File: src/rtl/cordic_arbiter_if.sv
// cordic_arbiter_if: requester, core and response signals of the CORDIC arbiter.
// slave  = the arbiter itself.
// master = its environment (requesting clients and the CORDIC core).
interface cordic_arbiter_if #(
   parameter int unsigned NREQ = 4,
   parameter int unsigned BW   = 32
);
   localparam int unsigned IDW = (NREQ > 1) ? $clog2(NREQ) : 1;
   localparam int unsigned AW  = 32;

   logic [NREQ-1:0]    req_valid;
   logic [NREQ*AW-1:0] req_angle;
   logic [NREQ-1:0]    req_ready;

   logic [AW-1:0]      core_angle;
   logic [BW-1:0]      core_xin;
   logic [BW-1:0]      core_yin;
   logic signed [BW:0] core_xout;
   logic signed [BW:0] core_yout;

   logic               rsp_valid;
   logic [IDW-1:0]     rsp_id;
   logic signed [BW:0] rsp_cos;
   logic signed [BW:0] rsp_sin;
   logic               busy;

   modport slave (
      input  req_valid, req_angle, core_xout, core_yout,
      output req_ready, core_angle, core_xin, core_yin,
             rsp_valid, rsp_id, rsp_cos, rsp_sin, busy
   );

   modport master (
      output req_valid, req_angle, core_xout, core_yout,
      input  req_ready, core_angle, core_xin, core_yin,
             rsp_valid, rsp_id, rsp_cos, rsp_sin, busy
   );
endinterface

File: src/rtl/cordic_arbiter.sv
// cordic_arbiter: round-robin front end sharing one pipelined CORDIC sin/cos
// core between NREQ requesters. A tag line matching the core latency carries
// the requester id so results come back in issue order with their id.
// Optional feature macro: CORDIC_ARB_STATS_EN adds saturating per-requester
// grant counters on output grant_cnt.
module cordic_arbiter #(
   parameter int unsigned   NREQ     = 4,
   parameter int unsigned   BW       = 32,
   parameter int unsigned   LAT      = 32,
   parameter logic [BW-1:0] XIN_INIT = BW'(32'h4DBA76D4)
) (
   input  logic               master_clk,
   input  logic               rst_n,
   input  logic               enable,
   cordic_arbiter_if.slave    bus
`ifdef CORDIC_ARB_STATS_EN
   ,
   output logic [NREQ*16-1:0] grant_cnt
`endif
);
   localparam int unsigned IDW = (NREQ > 1) ? $clog2(NREQ) : 1;
   localparam int unsigned AW  = 32;
   localparam int unsigned CW  = 16;

   typedef struct packed {
      logic           vld;
      logic [IDW-1:0] id;
   } tag_t;

   logic [IDW-1:0]  ptr_q;
   logic            grant_c;
   logic [IDW-1:0]  gnt_id_c;
   logic [NREQ-1:0] ready_c;
   logic [IDW:0]    idx_c;
   logic [AW-1:0]   gnt_angle_c;
   logic            busy_nxt_c;
   tag_t            tag_q [LAT+1];

   // Round-robin search: first valid requester at or after ptr, with wrap.
   always_comb begin
      grant_c  = 1'b0;
      gnt_id_c = '0;
      ready_c  = '0;
      idx_c    = '0;
      for (int unsigned k = 0; k < NREQ; k++) begin
         idx_c = {1'b0, ptr_q} + (IDW+1)'(k);
         if (idx_c >= (IDW+1)'(NREQ)) begin
            idx_c = idx_c - (IDW+1)'(NREQ);
         end
         if (enable && !grant_c && bus.req_valid[idx_c[IDW-1:0]]) begin
            grant_c  = 1'b1;
            gnt_id_c = idx_c[IDW-1:0];
         end
      end
      if (grant_c) begin
         ready_c[gnt_id_c] = 1'b1;
      end
   end

   // Angle of the granted requester.
   always_comb begin
      gnt_angle_c = '0;
      for (int unsigned k = 0; k < NREQ; k++) begin
         if (gnt_id_c == IDW'(k)) begin
            gnt_angle_c = bus.req_angle[AW*k +: AW];
         end
      end
   end

   assign bus.req_ready = ready_c;
   assign bus.core_xin  = XIN_INIT;
   assign bus.core_yin  = '0;

   // Issue: register the granted angle and move the pointer past the winner.
   always_ff @(posedge master_clk or negedge rst_n) begin
      if (!rst_n) begin
         ptr_q          <= '0;
         bus.core_angle <= '0;
      end else if (grant_c) begin
         bus.core_angle <= gnt_angle_c;
         ptr_q          <= (gnt_id_c == IDW'(NREQ-1)) ? '0 : gnt_id_c + IDW'(1);
      end
   end

   // Tag line: one {valid,id} per clock, aligned with the core pipeline.
   always_ff @(posedge master_clk or negedge rst_n) begin
      if (!rst_n) begin
         for (int unsigned i = 0; i <= LAT; i++) begin
            tag_q[i] <= '0;
         end
      end else begin
         tag_q[0] <= '{vld: grant_c, id: gnt_id_c};
         for (int unsigned i = 1; i <= LAT; i++) begin
            tag_q[i] <= tag_q[i-1];
         end
      end
   end

   // Next busy: anything entering or already in the line, or about to be output.
   always_comb begin
      busy_nxt_c = grant_c;
      for (int unsigned i = 0; i <= LAT; i++) begin
         busy_nxt_c = busy_nxt_c | tag_q[i].vld;
      end
   end

   // Response register: capture core result when the matching tag leaves.
   always_ff @(posedge master_clk or negedge rst_n) begin
      if (!rst_n) begin
         bus.rsp_valid <= 1'b0;
         bus.rsp_id    <= '0;
         bus.rsp_cos   <= '0;
         bus.rsp_sin   <= '0;
         bus.busy      <= 1'b0;
      end else begin
         bus.rsp_valid <= tag_q[LAT].vld;
         bus.busy      <= busy_nxt_c;
         if (tag_q[LAT].vld) begin
            bus.rsp_id  <= tag_q[LAT].id;
            bus.rsp_cos <= bus.core_xout;
            bus.rsp_sin <= bus.core_yout;
         end
      end
   end

`ifdef CORDIC_ARB_STATS_EN
   // Saturating grant counter per requester.
   always_ff @(posedge master_clk or negedge rst_n) begin
      if (!rst_n) begin
         grant_cnt <= '0;
      end else begin
         for (int unsigned k = 0; k < NREQ; k++) begin
            if (grant_c && gnt_id_c == IDW'(k) &&
                grant_cnt[CW*k +: CW] != {CW{1'b1}}) begin
               grant_cnt[CW*k +: CW] <= grant_cnt[CW*k +: CW] + CW'(1);
            end
         end
      end
   end
`endif

endmodule
File: src/flat_wrapper.sv
// flat-port wrapper written by rule: the top's interface ports become plain ports
module cordic_arbiter_flat 
#(
   parameter int unsigned   NREQ     = 4,
   parameter int unsigned   BW       = 32,
   parameter int unsigned   LAT      = 32,
   parameter logic [BW-1:0] XIN_INIT = BW'(32'h4DBA76D4)
)
  (master_clk, rst_n, enable, bus_req_valid, bus_req_angle, bus_core_xout, bus_core_yout, bus_req_ready, bus_core_angle, bus_core_xin, bus_core_yin, bus_rsp_valid, bus_rsp_id, bus_rsp_cos, bus_rsp_sin, bus_busy);
  cordic_arbiter_if #(.NREQ(NREQ), .BW(BW)) bus_i ();
  input  logic master_clk;
  input  logic rst_n;
  input  logic enable;
  input wire logic [$bits(bus_i.req_valid)-1:0] bus_req_valid;
  input wire logic [$bits(bus_i.req_angle)-1:0] bus_req_angle;
  input wire logic [$bits(bus_i.core_xout)-1:0] bus_core_xout;
  input wire logic [$bits(bus_i.core_yout)-1:0] bus_core_yout;
  output wire logic [$bits(bus_i.req_ready)-1:0] bus_req_ready;
  output wire logic [$bits(bus_i.core_angle)-1:0] bus_core_angle;
  output wire logic [$bits(bus_i.core_xin)-1:0] bus_core_xin;
  output wire logic [$bits(bus_i.core_yin)-1:0] bus_core_yin;
  output wire logic [$bits(bus_i.rsp_valid)-1:0] bus_rsp_valid;
  output wire logic [$bits(bus_i.rsp_id)-1:0] bus_rsp_id;
  output wire logic [$bits(bus_i.rsp_cos)-1:0] bus_rsp_cos;
  output wire logic [$bits(bus_i.rsp_sin)-1:0] bus_rsp_sin;
  output wire logic [$bits(bus_i.busy)-1:0] bus_busy;
  assign bus_i.req_valid = bus_req_valid;
  assign bus_i.req_angle = bus_req_angle;
  assign bus_i.core_xout = bus_core_xout;
  assign bus_i.core_yout = bus_core_yout;
  assign bus_req_ready = bus_i.req_ready;
  assign bus_core_angle = bus_i.core_angle;
  assign bus_core_xin = bus_i.core_xin;
  assign bus_core_yin = bus_i.core_yin;
  assign bus_rsp_valid = bus_i.rsp_valid;
  assign bus_rsp_id = bus_i.rsp_id;
  assign bus_rsp_cos = bus_i.rsp_cos;
  assign bus_rsp_sin = bus_i.rsp_sin;
  assign bus_busy = bus_i.busy;
  cordic_arbiter #(.NREQ(NREQ), .BW(BW), .LAT(LAT), .XIN_INIT(XIN_INIT)) u_core (.master_clk(master_clk), .rst_n(rst_n), .enable(enable), .bus(bus_i));
endmodule
File: config.mk
export PLATFORM = sky130hd
export DESIGN_NAME = cordic_arbiter_flat
export DESIGN_NICKNAME = d
export VERILOG_FILES = /design/src/rtl/cordic_arbiter_if.sv /design/src/rtl/cordic_arbiter.sv /design/src/flat_wrapper.sv
export SDC_FILE = /design/constraint.sdc
export NUM_CORES = 1
export LEC_CHECK = 0
export ABC_AREA = 1
export CAP_MARGIN = 25
export CORE_MARGIN = 1
export CORE_UTILIZATION = 40
export CTS_CLUSTER_DIAMETER = 150
export CTS_CLUSTER_SIZE = 14
export DETAILED_ROUTE_END_ITERATION = 6
export PLACE_DENSITY = 0.77
export SYNTH_ARGS = -nofsm -noshare
export SYNTH_HDL_FRONTEND = slang
export SYNTH_SLANG_ARGS = --single-unit
File: constraint.sdc
create_clock -name master_clk -period 3.5 [get_ports master_clk]
set_input_delay 0.525 -clock master_clk [delete_from_list [all_inputs] [get_ports master_clk]]
set_output_delay 0.525 -clock master_clk [all_outputs]
set_load 0.02 [all_outputs]
# ---- Word-level counts from Yosys, hierarchy flattened
# Cells that the tools add are included.
dict set report classes {
  order_cmp 10
  bitwise_logic 33
  n_mux 28
  n_reduce_logical 12
  addsub 8
  n_eq_ne 3
}
# operator n
set op_table {}
lappend op_table {{32-bit two-way mux} 4}
lappend op_table {{1-bit OR} 33}
lappend op_table {{2-bit two-way mux} 9}
lappend op_table {{2-bit by 3-bit < comparator with 1-bit output, second input constant} 5}
lappend op_table {{3-bit greater-or-equal comparator, second input constant} 3}
lappend op_table {{1-bit two-way mux} 9}
lappend op_table {{1-bit binary-select mux with 2-bit select} 4}
lappend op_table {{1-bit logical AND} 8}
lappend op_table {{2-bit by 1-bit subtractor with 2-bit output, second input constant} 4}
lappend op_table {{2-bit by 2-bit adder with 3-bit output, second input constant} 2}
lappend op_table {{2-bit equality test, second input constant} 2}
lappend op_table {{4-bit two-way mux} 1}
lappend op_table {{2-bit by 1-bit adder with 3-bit output, second input constant} 1}
lappend op_table {{2-bit by 3-bit greater-or-equal comparator with 1-bit output, second input constant} 1}
lappend op_table {{1-bit logical NOT} 3}
lappend op_table {{2-bit by 1-bit adder with 2-bit output, second input constant} 1}
lappend op_table {{1-bit demux with 2-bit select} 1}
lappend op_table {{2-bit by 1-bit equality test with 1-bit output, second input constant} 1}
lappend op_table {{2-bit by 1-bit greater-or-equal comparator with 1-bit output, second input constant} 1}
lappend op_table {{2-bit logical NOT} 1}
dict set report word_totals {
  register_bits 203
  output_inout_bits 170
  inputBits 201
  elab_cells 167
}

# ---- Logic depth before layout (Yosys ltp)
# Gate-level depths: netlist (run 1).
dict set report logic_depth {
  word_depth 51
  mapped_depth 22
  ltp_nobuf 19
}

# ---- Least setup slack after synthesis (run 1)
# Ideal clock, no wire load.
dict set report synth_timing {
  kind {input port to output port}
  startpoint {input bus_req_valid[0]}
  endpoint {output bus_req_ready[3]}
  required_time_ps 2975
  slack_ps 350
  n_path_buf 3
  cell_stages 14
  arrival_ps 2625
  path_cell_list {nand2_1 > nand3_2 > nand2_1 > nand2_2 > nor2_8 > nor2_8 > buf_6 > nand3_1 > nand2_1 > inv_2 > ha_1 > clkbuf_1 > clkbuf_1 > a21boi_0}
}
dict set report synth_between {
  elab_chain_len 21
  elab_cells_between_ends 32
  cone_classes {order compare (2); mux (19); reduce/logical (11)}
}
# item line
set synth_lines {}
lappend synth_lines {{from (decl)} flat_wrapper.sv:14} ;# input wire logic [$bits(bus_i.req_valid)-1:0] bus_req_valid;
lappend synth_lines {{1-bit binary-select mux with 2-bit select} cordic_arbiter.sv:50} ;# if (enable && !grant_c && bus.req_valid[idx_c[IDW-1:0]]) begin
lappend synth_lines {{1-bit two-way mux (not written as such)} cordic_arbiter.sv:50}
lappend synth_lines {{1-bit logical AND} cordic_arbiter.sv:50}
lappend synth_lines {{1-bit two-way mux} cordic_arbiter.sv:50}
lappend synth_lines {{1-bit logical NOT} cordic_arbiter.sv:50}
lappend synth_lines {{1-bit logical AND (2 in series)} cordic_arbiter.sv:50}
lappend synth_lines {{1-bit two-way mux} cordic_arbiter.sv:50}
lappend synth_lines {{1-bit logical NOT} cordic_arbiter.sv:50}
lappend synth_lines {{(+4 left out)} --}
lappend synth_lines {{1-bit logical AND (2 in series)} cordic_arbiter.sv:50}
lappend synth_lines {{2-bit two-way mux *} cordic_arbiter.sv:50}
lappend synth_lines {{via u_core.gnt_id_c[1]} cordic_arbiter.sv:32} ;# logic [IDW-1:0] gnt_id_c;
lappend synth_lines {{2-bit by 3-bit < comparator with 1-bit output (not written as such) or 2-bit by 1-bit greater-or-equal comparator with 1-bit output (tied branches)} cordic_arbiter.sv:56} ;# ready_c[gnt_id_c] = 1'b1;
lappend synth_lines {{1-bit logical AND (not written as such)} cordic_arbiter.sv:56}
lappend synth_lines {{1-bit two-way mux (not written as such)} cordic_arbiter.sv:56}
lappend synth_lines {{1-bit demux with 2-bit select *} --}
lappend synth_lines {{4-bit two-way mux *} cordic_arbiter.sv:55} ;# if (grant_c) begin
lappend synth_lines {{to (decl)} flat_wrapper.sv:18} ;# output wire logic [$bits(bus_i.req_ready)-1:0] bus_req_ready;
# The timed path passes the listed nets; every way through them passes the cells marked *. The select of a mux whose other input is x is not followed.

# ---- Worst setup path in the final report (run 1)
dict set report layout_timing {
  startpoint {register u_core.ptr_q[0]}
  endpoint {output bus_req_ready[2]}
}
dict set report layout_between {
  elab_chain_len 23
  elab_cells_between_ends 47
  cone_classes {add/sub (7); order compare (6); mux (23); reduce/logical (11)}
}
# item line
set layout_lines {}
lappend layout_lines {{from (decl)} cordic_arbiter.sv:30} ;# logic [IDW-1:0] ptr_q;
lappend layout_lines {{from (signal assigned)} cordic_arbiter.sv:81} ;# ptr_q <= (gnt_id_c == IDW'(NREQ-1)) ? '0 : gnt_id_c + IDW'(1);
lappend layout_lines {{2-bit by 3-bit greater-or-equal comparator with 1-bit output or 2-bit by 1-bit subtractor with 2-bit output (tied branches)} {cordic_arbiter.sv:47, cordic_arbiter.sv:48}}
lappend layout_lines {{2-bit two-way mux} cordic_arbiter.sv:47} ;# if (idx_c >= (IDW+1)'(NREQ)) begin
lappend layout_lines {{1-bit binary-select mux with 2-bit select} cordic_arbiter.sv:50}
lappend layout_lines {{1-bit two-way mux (not written as such)} cordic_arbiter.sv:50}
lappend layout_lines {{1-bit logical AND} cordic_arbiter.sv:50}
lappend layout_lines {{1-bit two-way mux} cordic_arbiter.sv:50}
lappend layout_lines {{1-bit logical NOT} cordic_arbiter.sv:50}
lappend layout_lines {{1-bit logical AND (2 in series)} cordic_arbiter.sv:50}
lappend layout_lines {{(+6 left out)} --}
lappend layout_lines {{1-bit logical AND (2 in series)} cordic_arbiter.sv:50}
lappend layout_lines {{2-bit two-way mux *} cordic_arbiter.sv:50}
lappend layout_lines {{via u_core.gnt_id_c[1]} cordic_arbiter.sv:32}
lappend layout_lines {{2-bit by 3-bit < comparator with 1-bit output (not written as such) or 2-bit by 1-bit greater-or-equal comparator with 1-bit output (tied branches)} cordic_arbiter.sv:56}
lappend layout_lines {{1-bit logical AND (not written as such)} cordic_arbiter.sv:56}
lappend layout_lines {{1-bit two-way mux (not written as such)} cordic_arbiter.sv:56}
lappend layout_lines {{1-bit demux with 2-bit select *} --}
lappend layout_lines {{4-bit two-way mux *} cordic_arbiter.sv:55}
# Marked as above.

==> impl_summary.log, run 1 <==
[metrics] number of hold-repair buffers added at the cts stage: 0
[metrics] post-synthesis simple-gate area fraction: around 14%
[metrics] Least-Margin Pin Slew: 0.9717 ns
[metrics] Fin. Hold Viols: 0
[metrics] fillers: around 1700
[metrics] arrival time of the worst setup path: around 2.7 ns
[metrics] share of the cycle needed by the critical path after routing: 93.06%
[metrics] first-pass GRT wire length: 33.84 mm
[metrics] vertical die dimension: 147.2 microns
[metrics] Syn Area/Cell: 10.87 sq um
[metrics] die span in x: 147.2 microns
[metrics] Port Buf Inserts: 306
[metrics] antenna diode instance count: 0
[metrics] remaining number of nets flagged by the antenna check after routing: 0
[metrics] reg-to-reg setup timing slack: 0.54 ns
[metrics] cells along the critical path: inv_2, nand2_1, nand3_2, nand2_1, nand2_2, nor2_8, o21ai_0, nand3_1, nand2_1, inv_2, ha_1, inv_1, a21oi_1, dlygate4sd2_1
[metrics] number of placement rows: 52
[metrics] H-tree levels: 1
[metrics] headroom to the max-slew limit: 35.22%
[metrics] buffers plus inverters on the worst setup path: 4
[metrics] time the final worst path needs with I/O delays and setup: roughly 3.3 ns
[metrics] share of the synthesized netlist area taken by xor and xnor gates: 0%
[metrics] Placer Congestion: about 0.82
[metrics] maximum number of buffers from clock root to sink: 3
[metrics] count of nets after finishing: 1272
[metrics] sequential standard cell area: slightly above 0.005 sq mm
[metrics] Util after Layout: 58.59%
[metrics] max cap viols: 0
[metrics] largest driver fanout on the critical path: 8
[metrics] grt met1 use: 23.45%
[metrics] sum of overflow across all layers after global routing: 0
[metrics] post-synthesis instance total: 776
[metrics] instance count on the critical path: 14
[metrics] number of setup violations in the final report: 0
[metrics] maximum number of pins on one net before global-route repair: 90
[metrics] final count of pins violating max slew: 0
[metrics] global-route met3 utilization: 5.683%
[metrics] multi-input gate area in the final layout: ~0.0028 sq mm
[metrics] clock sinks: 203
[metrics] Synth Cell Area: 0.008432 sq mm
[metrics] DRC violation count after routing: 0
[metrics] most crowded layer after global routing: met2
[metrics] maximum clock frequency: 307.0 MHz
[metrics] dpl hpwl: around 16 mm
[metrics] Routed wire per std cell: about 16 microns
[metrics] total routed wirelength: between 20 and 25 mm
[metrics] overall global routing resource usage: 19.97%
[metrics] peak ir drop on the vdd network: 0.001003 V
[metrics] register clock-pin slew on the reported worst setup and hold paths: roughly 0.06 ns
[metrics] number of distinct library cells after synthesis: 26
[metrics] Post-Route Setup TNS: 0 ns
[metrics] DR vias/cell: 4.738
[metrics] worst-path cell with the longest stage delay: sky130_fd_sc_hd__dfrtp_2
[metrics] fraction of the mapped netlist area in compound gates: 6.277%
[metrics] effective utilization at floorplan: 41.27%
[metrics] delay-heaviest family, CP: simple AND/OR/NAND/NOR gates
[metrics] portion of netlist area occupied by mux cells: 9.081%
[metrics] layout cells sized above 1: 11.80%
[metrics] required time of the critical path: 2.97 ns
[metrics] RSZ-0062 raised after global routing: false
[metrics] number of detailed-routing iterations run before antenna repair: 4
[metrics] Min-Delay Path Class: primary input to async pin
[metrics] area of the die: 0.02166 sq mm
[metrics] insertion delay to the later sink of the worst-skew pair: 0.49 ns
[metrics] Area growth, synth to finish: 41.96%
[metrics] adder-cell share of the synthesized area: 0.5936%
[metrics] register bit total from synthesis: 203
[metrics] count of cells along the worst register-to-register path: 19
[metrics] element type at the critical path start: flip-flop
[metrics] I/O pin cnt: 371
[metrics] sequential cell area fraction in the yosys report: 60.25%
[metrics] total number of vias: ~6300
[metrics] outcome: complete, no violations
[metrics] antenna violations before repair: 1
[metrics] Leakage Power: 5.332 nW
[metrics] initial detailed-routing violation count: 220
[metrics] total power consumption of the routed design: between 10 and 15 mW
[metrics] largest stage delay on the critical path: 0.47 ns
[metrics] Power Dens Cells: 977.7 mW/mm^2
[metrics] vias in the first global route: 6319
[metrics] Critical Path End Type: output pin
[metrics] number of buffers added by the clock tree synthesis step: 18
[metrics] TritonCTS clock tree: built
[metrics] met2 capacity usage during global routing: 35.12%
[metrics] Max Clock Skew: 0.01289 ns
[metrics] start-to-end type of the worst setup path: flip-flop to output pin
[metrics] YS warnings: 0
[metrics] core footprint: 0.02043 sq mm
[metrics] most frequent CP cell: sky130_fd_sc_hd__nand2_1
[metrics] clock tree root driver cell: sky130_fd_sc_hd__clkbuf_16
[metrics] largest family of logic cells by synthesized area: simple AND/OR/NAND/NOR gates
-- worst reg2reg max path, cell delays in order (launching register included) --
cell and delay, ns:
sky130_fd_sc_hd__dfrtp_2 0.48, sky130_fd_sc_hd__inv_2 0.14, sky130_fd_sc_hd__nand2_1 0.11, sky130_fd_sc_hd__nand3_2 0.08, sky130_fd_sc_hd__nand3_1 0.12, sky130_fd_sc_hd__nand2_2 0.15
sky130_fd_sc_hd__inv_1 0.05, sky130_fd_sc_hd__nand3_1 0.08, sky130_fd_sc_hd__nand2_1 0.06, sky130_fd_sc_hd__nand2_1 0.13, sky130_fd_sc_hd__inv_1 0.10, sky130_fd_sc_hd__ha_1 0.22
sky130_fd_sc_hd__inv_1 0.07, sky130_fd_sc_hd__buf_4 0.34, sky130_fd_sc_hd__nand3_1 0.13, sky130_fd_sc_hd__nand2_1 0.21, sky130_fd_sc_hd__o21ai_0 0.11, sky130_fd_sc_hd__o21ai_0 0.17
sky130_fd_sc_hd__nand2_1 0.07, sky130_fd_sc_hd__nand2_1 0.07
-- synthesized netlist by cell type --
library cell               number  area [sq um]
sky130_fd_sc_hd__nor4_1         6         37.54
sky130_fd_sc_hd__inv_4          1         6.260
sky130_fd_sc_hd__inv_1         12         45.04
sky130_fd_sc_hd__a21oi_1       35         175.2
sky130_fd_sc_hd__mux2_2        68         765.7
sky130_fd_sc_hd__dfrtp_1      203          5080
sky130_fd_sc_hd__nor2_8         2         40.04
sky130_fd_sc_hd__buf_2         14         70.07
sky130_fd_sc_hd__o21ai_1        3         15.01
sky130_fd_sc_hd__buf_4         66         495.5
sky130_fd_sc_hd__nor3_1         3         15.01
sky130_fd_sc_hd__a21oi_2        1         8.760
sky130_fd_sc_hd__o21ai_0       63         315.3
sky130_fd_sc_hd__nand2_4        2         22.52
sky130_fd_sc_hd__clkbuf_1      21         78.83
sky130_fd_sc_hd__nand2_2        8         50.05
sky130_fd_sc_hd__nand3_2        3         30.03
sky130_fd_sc_hd__buf_6          6         67.56
sky130_fd_sc_hd__nand2_1      160         600.6
sky130_fd_sc_hd__inv_2          3         11.26
sky130_fd_sc_hd__nor2_1         6         22.52
sky130_fd_sc_hd__nand3_1       79         395.4
sky130_fd_sc_hd__buf_1          3         11.26
sky130_fd_sc_hd__conb_1         2         7.510
sky130_fd_sc_hd__a21boi_0       2         15.01
sky130_fd_sc_hd__ha_1           4         50.05
-- worst paths after layout --
check                                       startpoint                                   end
min reg2reg                 u_core.tag_q[69]$_DFF_PN0_            u_core.tag_q[66]$_DFF_PN0_
max reg2reg                u_core.ptr_q[0]$_DFFE_PN0N_  u_core.bus.core_angle[7]$_DFFE_PN0N_
max in group asynchronous                        rst_n    u_core.bus.rsp_sin[15]$_DFFE_PN0P_
min in group master_clk     u_core.tag_q[69]$_DFF_PN0_            u_core.tag_q[66]$_DFF_PN0_
min                                              rst_n            u_core.tag_q[96]$_DFF_PN0_
max                        u_core.ptr_q[0]$_DFFE_PN0N_                      bus_req_ready[2]
-- cell usage in the layout (no fill, tap or decap), types with 2 or more instances in the layout --
master                            instances
sky130_fd_sc_hd__a21boi_0                 2
sky130_fd_sc_hd__a21oi_1                 35
sky130_fd_sc_hd__buf_12                   2
sky130_fd_sc_hd__buf_4                   11
sky130_fd_sc_hd__clkbuf_16               18
sky130_fd_sc_hd__clkdlybuf4s50_1        301
sky130_fd_sc_hd__conb_1                  64
sky130_fd_sc_hd__dfrtp_1                200
sky130_fd_sc_hd__dfrtp_2                  3
sky130_fd_sc_hd__dlygate4sd2_1            2
sky130_fd_sc_hd__dlymetal6s2s_1           2
sky130_fd_sc_hd__ha_1                     3
sky130_fd_sc_hd__inv_1                   12
sky130_fd_sc_hd__inv_2                    3
sky130_fd_sc_hd__mux2_2                  68
sky130_fd_sc_hd__nand2_1                160
sky130_fd_sc_hd__nand2_2                  8
sky130_fd_sc_hd__nand2_4                  2
sky130_fd_sc_hd__nand3_1                 79
sky130_fd_sc_hd__nand3_2                  3
sky130_fd_sc_hd__nor2_1                   6
sky130_fd_sc_hd__nor2_8                   2
sky130_fd_sc_hd__nor3_1                   3
sky130_fd_sc_hd__nor4_1                   6
sky130_fd_sc_hd__o21ai_0                 63
sky130_fd_sc_hd__o21ai_1                  3
-- cell type report --
class | count | area share, %
multi-input combinational | 509 | 23.40
sequential | 203 | 42.47
timing repair buffer | 319 | 26.66
clock buffer | 19 | 3.794
clock inverter | 2 | 0.3240
inverter | 16 | 0.5226
tap | 270 | 2.822
-- per-layer routing --
layer  routed length (microns)  up-vias
met5                         0        -
met4                       562        0
li1                          -     3018
met2                     10840      282
met3                      1959       36
met1                      8523     3003
-- registers in the layout, indices dropped and copies added, names as in the netlist --
name	flops
u_core.bus.rsp_sin	33
u_core.bus.rsp_id	2
u_core.bus.core_angle	32
u_core.ptr_q	2
u_core.bus.rsp_cos	33
u_core.tag_q	99
u_core.bus.busy	1
u_core.bus.rsp_valid	1
-- cell families after synthesis --
family | count (synthesis)
other cells | 2
flops | 203
fa+ha+maj | 4
buf+inv | 126
simple gates | 269
mux | 68
compound gates | 104
-- per-stage QoR --
| stage | std cells | setup WS [ns] | hold WS (ns) | instance area, sq um |
|---|---|---|---|---|
| floorplan | 838 | 0.3499 | 0.2294 | 8665 |
| global placement | 1315 | 0.1029 | 0.3343 | 11460 |
| detailed placement | 1315 | 0.04063 | 0.3347 | 11460 |
| CTS | 1338 | 0.02106 | 0.09847 | 11970 |
| global route | 1338 | 0.03816 | 0.1318 | 11970 |
| finish | 1338 | 0.2429 | 0.08334 | 11970 |
-- where the power goes --
part	switching, mW	total, mW	leakage (nW)	internal [mW]
Sequential	0.565	3.97	2.39	3.41
Combinational	3.55	5.99	2.71	2.44
Clock	0.806	1.74	0.239	0.935
Total	4.92	11.7	5.33	6.79
-- timing repair --
action	4_1_cts	5_1_grt
endpoints found under the setup margin	4	2
buffers inserted	2	0
resized for setup	4	2
hold endpoints to repair	0	0
Note: power is estimated with default switching activity, not from simulation.
==> run 2, diff against run 1 <==
Settings changed: CELL_PAD_IN_SITES_DETAIL_PLACEMENT set to 1, CELL_PAD_IN_SITES_GLOBAL_PLACEMENT set to 2, CORE_UTILIZATION 40 to 25, PLACE_DENSITY 0.77 to not set, PLACE_DENSITY_LB_ADDON set to 0.1.
==> impl_summary.log, run 2 (synthesis results as in run 1) <==
[metrics] outcome: complete, no violations
[metrics] count of cells along the worst register-to-register path: 20
[metrics] H-tree levels: 1
[metrics] insertion delay to the later sink of the worst-skew pair: 0.49 ns
[metrics] worst-path cell with the longest stage delay: sky130_fd_sc_hd__dfrtp_2
[metrics] maximum clock frequency: 315.0 MHz
[metrics] effective utilization at floorplan: 25.65%
[metrics] first-pass GRT wire length: 40.79 mm
[metrics] share of the cycle needed by the critical path after routing: between 90% and 100%
[metrics] power share of the combinational group: 52.6%
[metrics] Critical Path End Type: output pin
[metrics] Power Internal: 6.919 mW
[metrics] DRC violation count after routing: 0
[metrics] clock sinks: 203
[metrics] clock tree root driver cell: sky130_fd_sc_hd__clkbuf_16
[metrics] number of detailed-routing iterations run before antenna repair: 4
[metrics] sum of overflow across all layers after global routing: 0
[metrics] remaining number of nets flagged by the antenna check after routing: 0
[metrics] Util after Layout: 37.40%
[metrics] maximum number of pins on one net before global-route repair: 83
[metrics] Max Clock Skew: just under 0.01 ns
[metrics] largest register by flop count: u_core.tag_q
[metrics] vertical die dimension: 185.7 microns
[metrics] vias in the first global route: 6688
[metrics] max cap viols: 0
[metrics] number of buffers added by the clock tree synthesis step: 18
[metrics] TritonCTS clock tree: built
[metrics] Worst R2R Start: u_core.ptr_q[0]$_DFFE_PN0N_
[metrics] overall global routing resource usage: 15.69%
[metrics] DR vias/cell: 4.205
[metrics] most frequent CP cell: sky130_fd_sc_hd__nand2_1
[metrics] Min-Delay Path Class: primary input to async pin
[metrics] total power consumption of the routed design: 12.10 mW
[metrics] Area growth, synth to finish: 45.78%
[metrics] switching portion of total power: 42.81%
[metrics] Routed wire per std cell: between 15 and 20 microns
[metrics] number of placement rows: 66
[metrics] most used cells in the layout excluding fill and tap cells: sky130_fd_sc_hd__clkdlybuf4s50_1 (301), sky130_fd_sc_hd__dfrtp_1 (200), sky130_fd_sc_hd__nand2_1 (160), sky130_fd_sc_hd__nand3_1 (79), sky130_fd_sc_hd__mux2_2 (68)
[metrics] Fin. Hold Viols: 0
[metrics] die span in x: 185.7 microns
[metrics] total number of vias: 6412
[metrics] element type at the critical path start: flip-flop
[metrics] time the final worst path needs with I/O delays and setup: 3.174 ns
[metrics] Power Dens Cells: between 900 and 1000 mW/mm^2
[metrics] peak ir drop on the vdd network: slightly above 0.0006 V
[metrics] core footprint: 0.03287 sq mm
[metrics] dpl hpwl: 20.25 mm
[metrics] largest stage delay on the critical path: 0.46 ns
[metrics] CP Launch Point: u_core.ptr_q[0]$_DFFE_PN0N_
[metrics] total routed wirelength: 27.61 mm
[metrics] part of the power in registers: 32.4%
[metrics] flip-flop count of the largest register after layout: 99
[metrics] Leakage Power: around 5.4 nW
[metrics] antenna violations before repair: 5
[metrics] I/O pin cnt: 371
[metrics] Placer Congestion: about 0.74
[metrics] area of the die: 0.03447 sq mm
[metrics] worst setup path end: bus_req_ready[0]
[metrics] initial detailed-routing violation count: 172
[metrics] Least-Margin Pin Slew: 0.7465 ns
[metrics] leading cell type in the layout, fill and taps excluded: sky130_fd_sc_hd__clkdlybuf4s50_1
[metrics] registers with the most flip-flops: u_core.tag_q (99), u_core.bus.rsp_cos (33), u_core.bus.rsp_sin (33)
[metrics] number of hold-repair buffers added at the cts stage: 0
[metrics] cells along the critical path: buf_12, nand2_2, nand3_2, nand2_1, nand2_2, nor2_8, nand2_1, o21ai_0, nand3_1, nand2_1, ha_1, a21boi_0, clkbuf_2
[metrics] headroom to the max-slew limit: 50.23%
[metrics] sw power: approximately 5.2 mW
[metrics] register clock-pin slew on the reported worst setup and hold paths: 0.07 ns
[metrics] number of setup violations in the final report: 0
[metrics] final count of pins violating max slew: 0
[metrics] RSZ-0062 raised after global routing: false
[metrics] required time of the critical path: 2.97 ns
[metrics] largest driver fanout on the critical path: 5
[metrics] Worst Slack Setup Final: 0.3256 ns
[metrics] layout cells sized above 1: a little over an eighth
[metrics] reg2reg end: u_core.bus.core_angle[11]$_DFFE_PN0N_
[metrics] maximum number of buffers from clock root to sink: 3
[metrics] count of nets after finishing: between 1000 and 1500
[metrics] power share of the clock group: 14.9%
[metrics] Port Buf Inserts: 306
[metrics] arrival time of the worst setup path: between 2 and 3 ns
[metrics] pre-CTS WS: -0.07841 ns
[metrics] reg-to-reg setup timing slack: 0.56 ns
[metrics] start-to-end type of the worst setup path: flip-flop to output pin
## run 2: how the worst min path moves through the flow
| stage | slack (ns) | end |
|---|---|---|
| 2_1_floorplan | 0.23 | u_core.bus.busy$_DFF_PN0_ |
| 3_3_place_gp | 0.33 | u_core.tag_q[28]$_DFF_PN0_ |
| 3_5_place_dp | 0.34 | u_core.tag_q[18]$_DFF_PN0_ |
| 4_1_cts | 0.1 | u_core.bus.core_angle[26]$_DFFE_PN0N_ |
| 5_1_grt | 0.11 | u_core.bus.core_angle[26]$_DFFE_PN0N_ |
| 6_report | 0.08 | u_core.bus.core_angle[26]$_DFFE_PN0N_ |
## run 2: power by group through the flow
stage               logic (mW)  clock network, mW  registers (mW)
floorplan                 3.38                  0            4.37
global placement          6.46                  0            3.96
detailed placement        6.50                  0            3.98
CTS                       6.54               1.90            3.95
global route              7.13               1.98            4.07
finish                    6.37               1.81            3.93
## run 2: cell type report
class                           instances  area [sq um]
Fill cell                            3670         20570
Sequential cell                       203          5084
Timing Repair Buffer                  332          3292
Multi-Input combinational cell        509          2801
Tap cell                              442         553.0
Clock buffer                           20         457.9
Inverter                               16         62.56
Clock inverter                          2         38.79
Antenna cell                            1         2.502
## run 2: layer usage
metal | global-route usage [%] | wire length, microns | vias to the layer above
met3 | 5.772 | 2814 | 37
met5 | 0 | 56 | -
li1 | - | - | 3040
met1 | 20.19 | 11790 | 3080
met4 | 2.885 | 351 | 8
met2 | 25.27 | 12600 | 247
## run 2: stage by stage
stage / cell area [sq um] / hold WS [ns] / TNS, ns / cells
final: 12290 / 0.07505 / 0 / 1525
after global routing: 12290 / 0.1134 / 0 / 1524
after CTS: 12300 / 0.09624 / 0 / 1524
after detailed placement: 11780 / 0.3355 / -0.1312 / 1499
after global placement: 11780 / 0.3313 / -0.08563 / 1499
after floorplan: 8665 / 0.2294 / 0 / 838
## run 2: timing repair
action                     CTS  global route
resized for setup            6            10
gates cloned                 0             0
setup endpoints to repair    4             4
buffers inserted             3             0
## run 2: worst max-delay path, delay by kind of cell (launching register included)
kind | cells | cell delay, ns
adder cells (fa/ha/maj) | 1 | 0.20
flip-flops | 1 | 0.46
buffers and inverters | 2 | 0.38
AND/OR/NAND/NOR | 8 | 0.80
AO/OA/AOI/OAI | 2 | 0.32
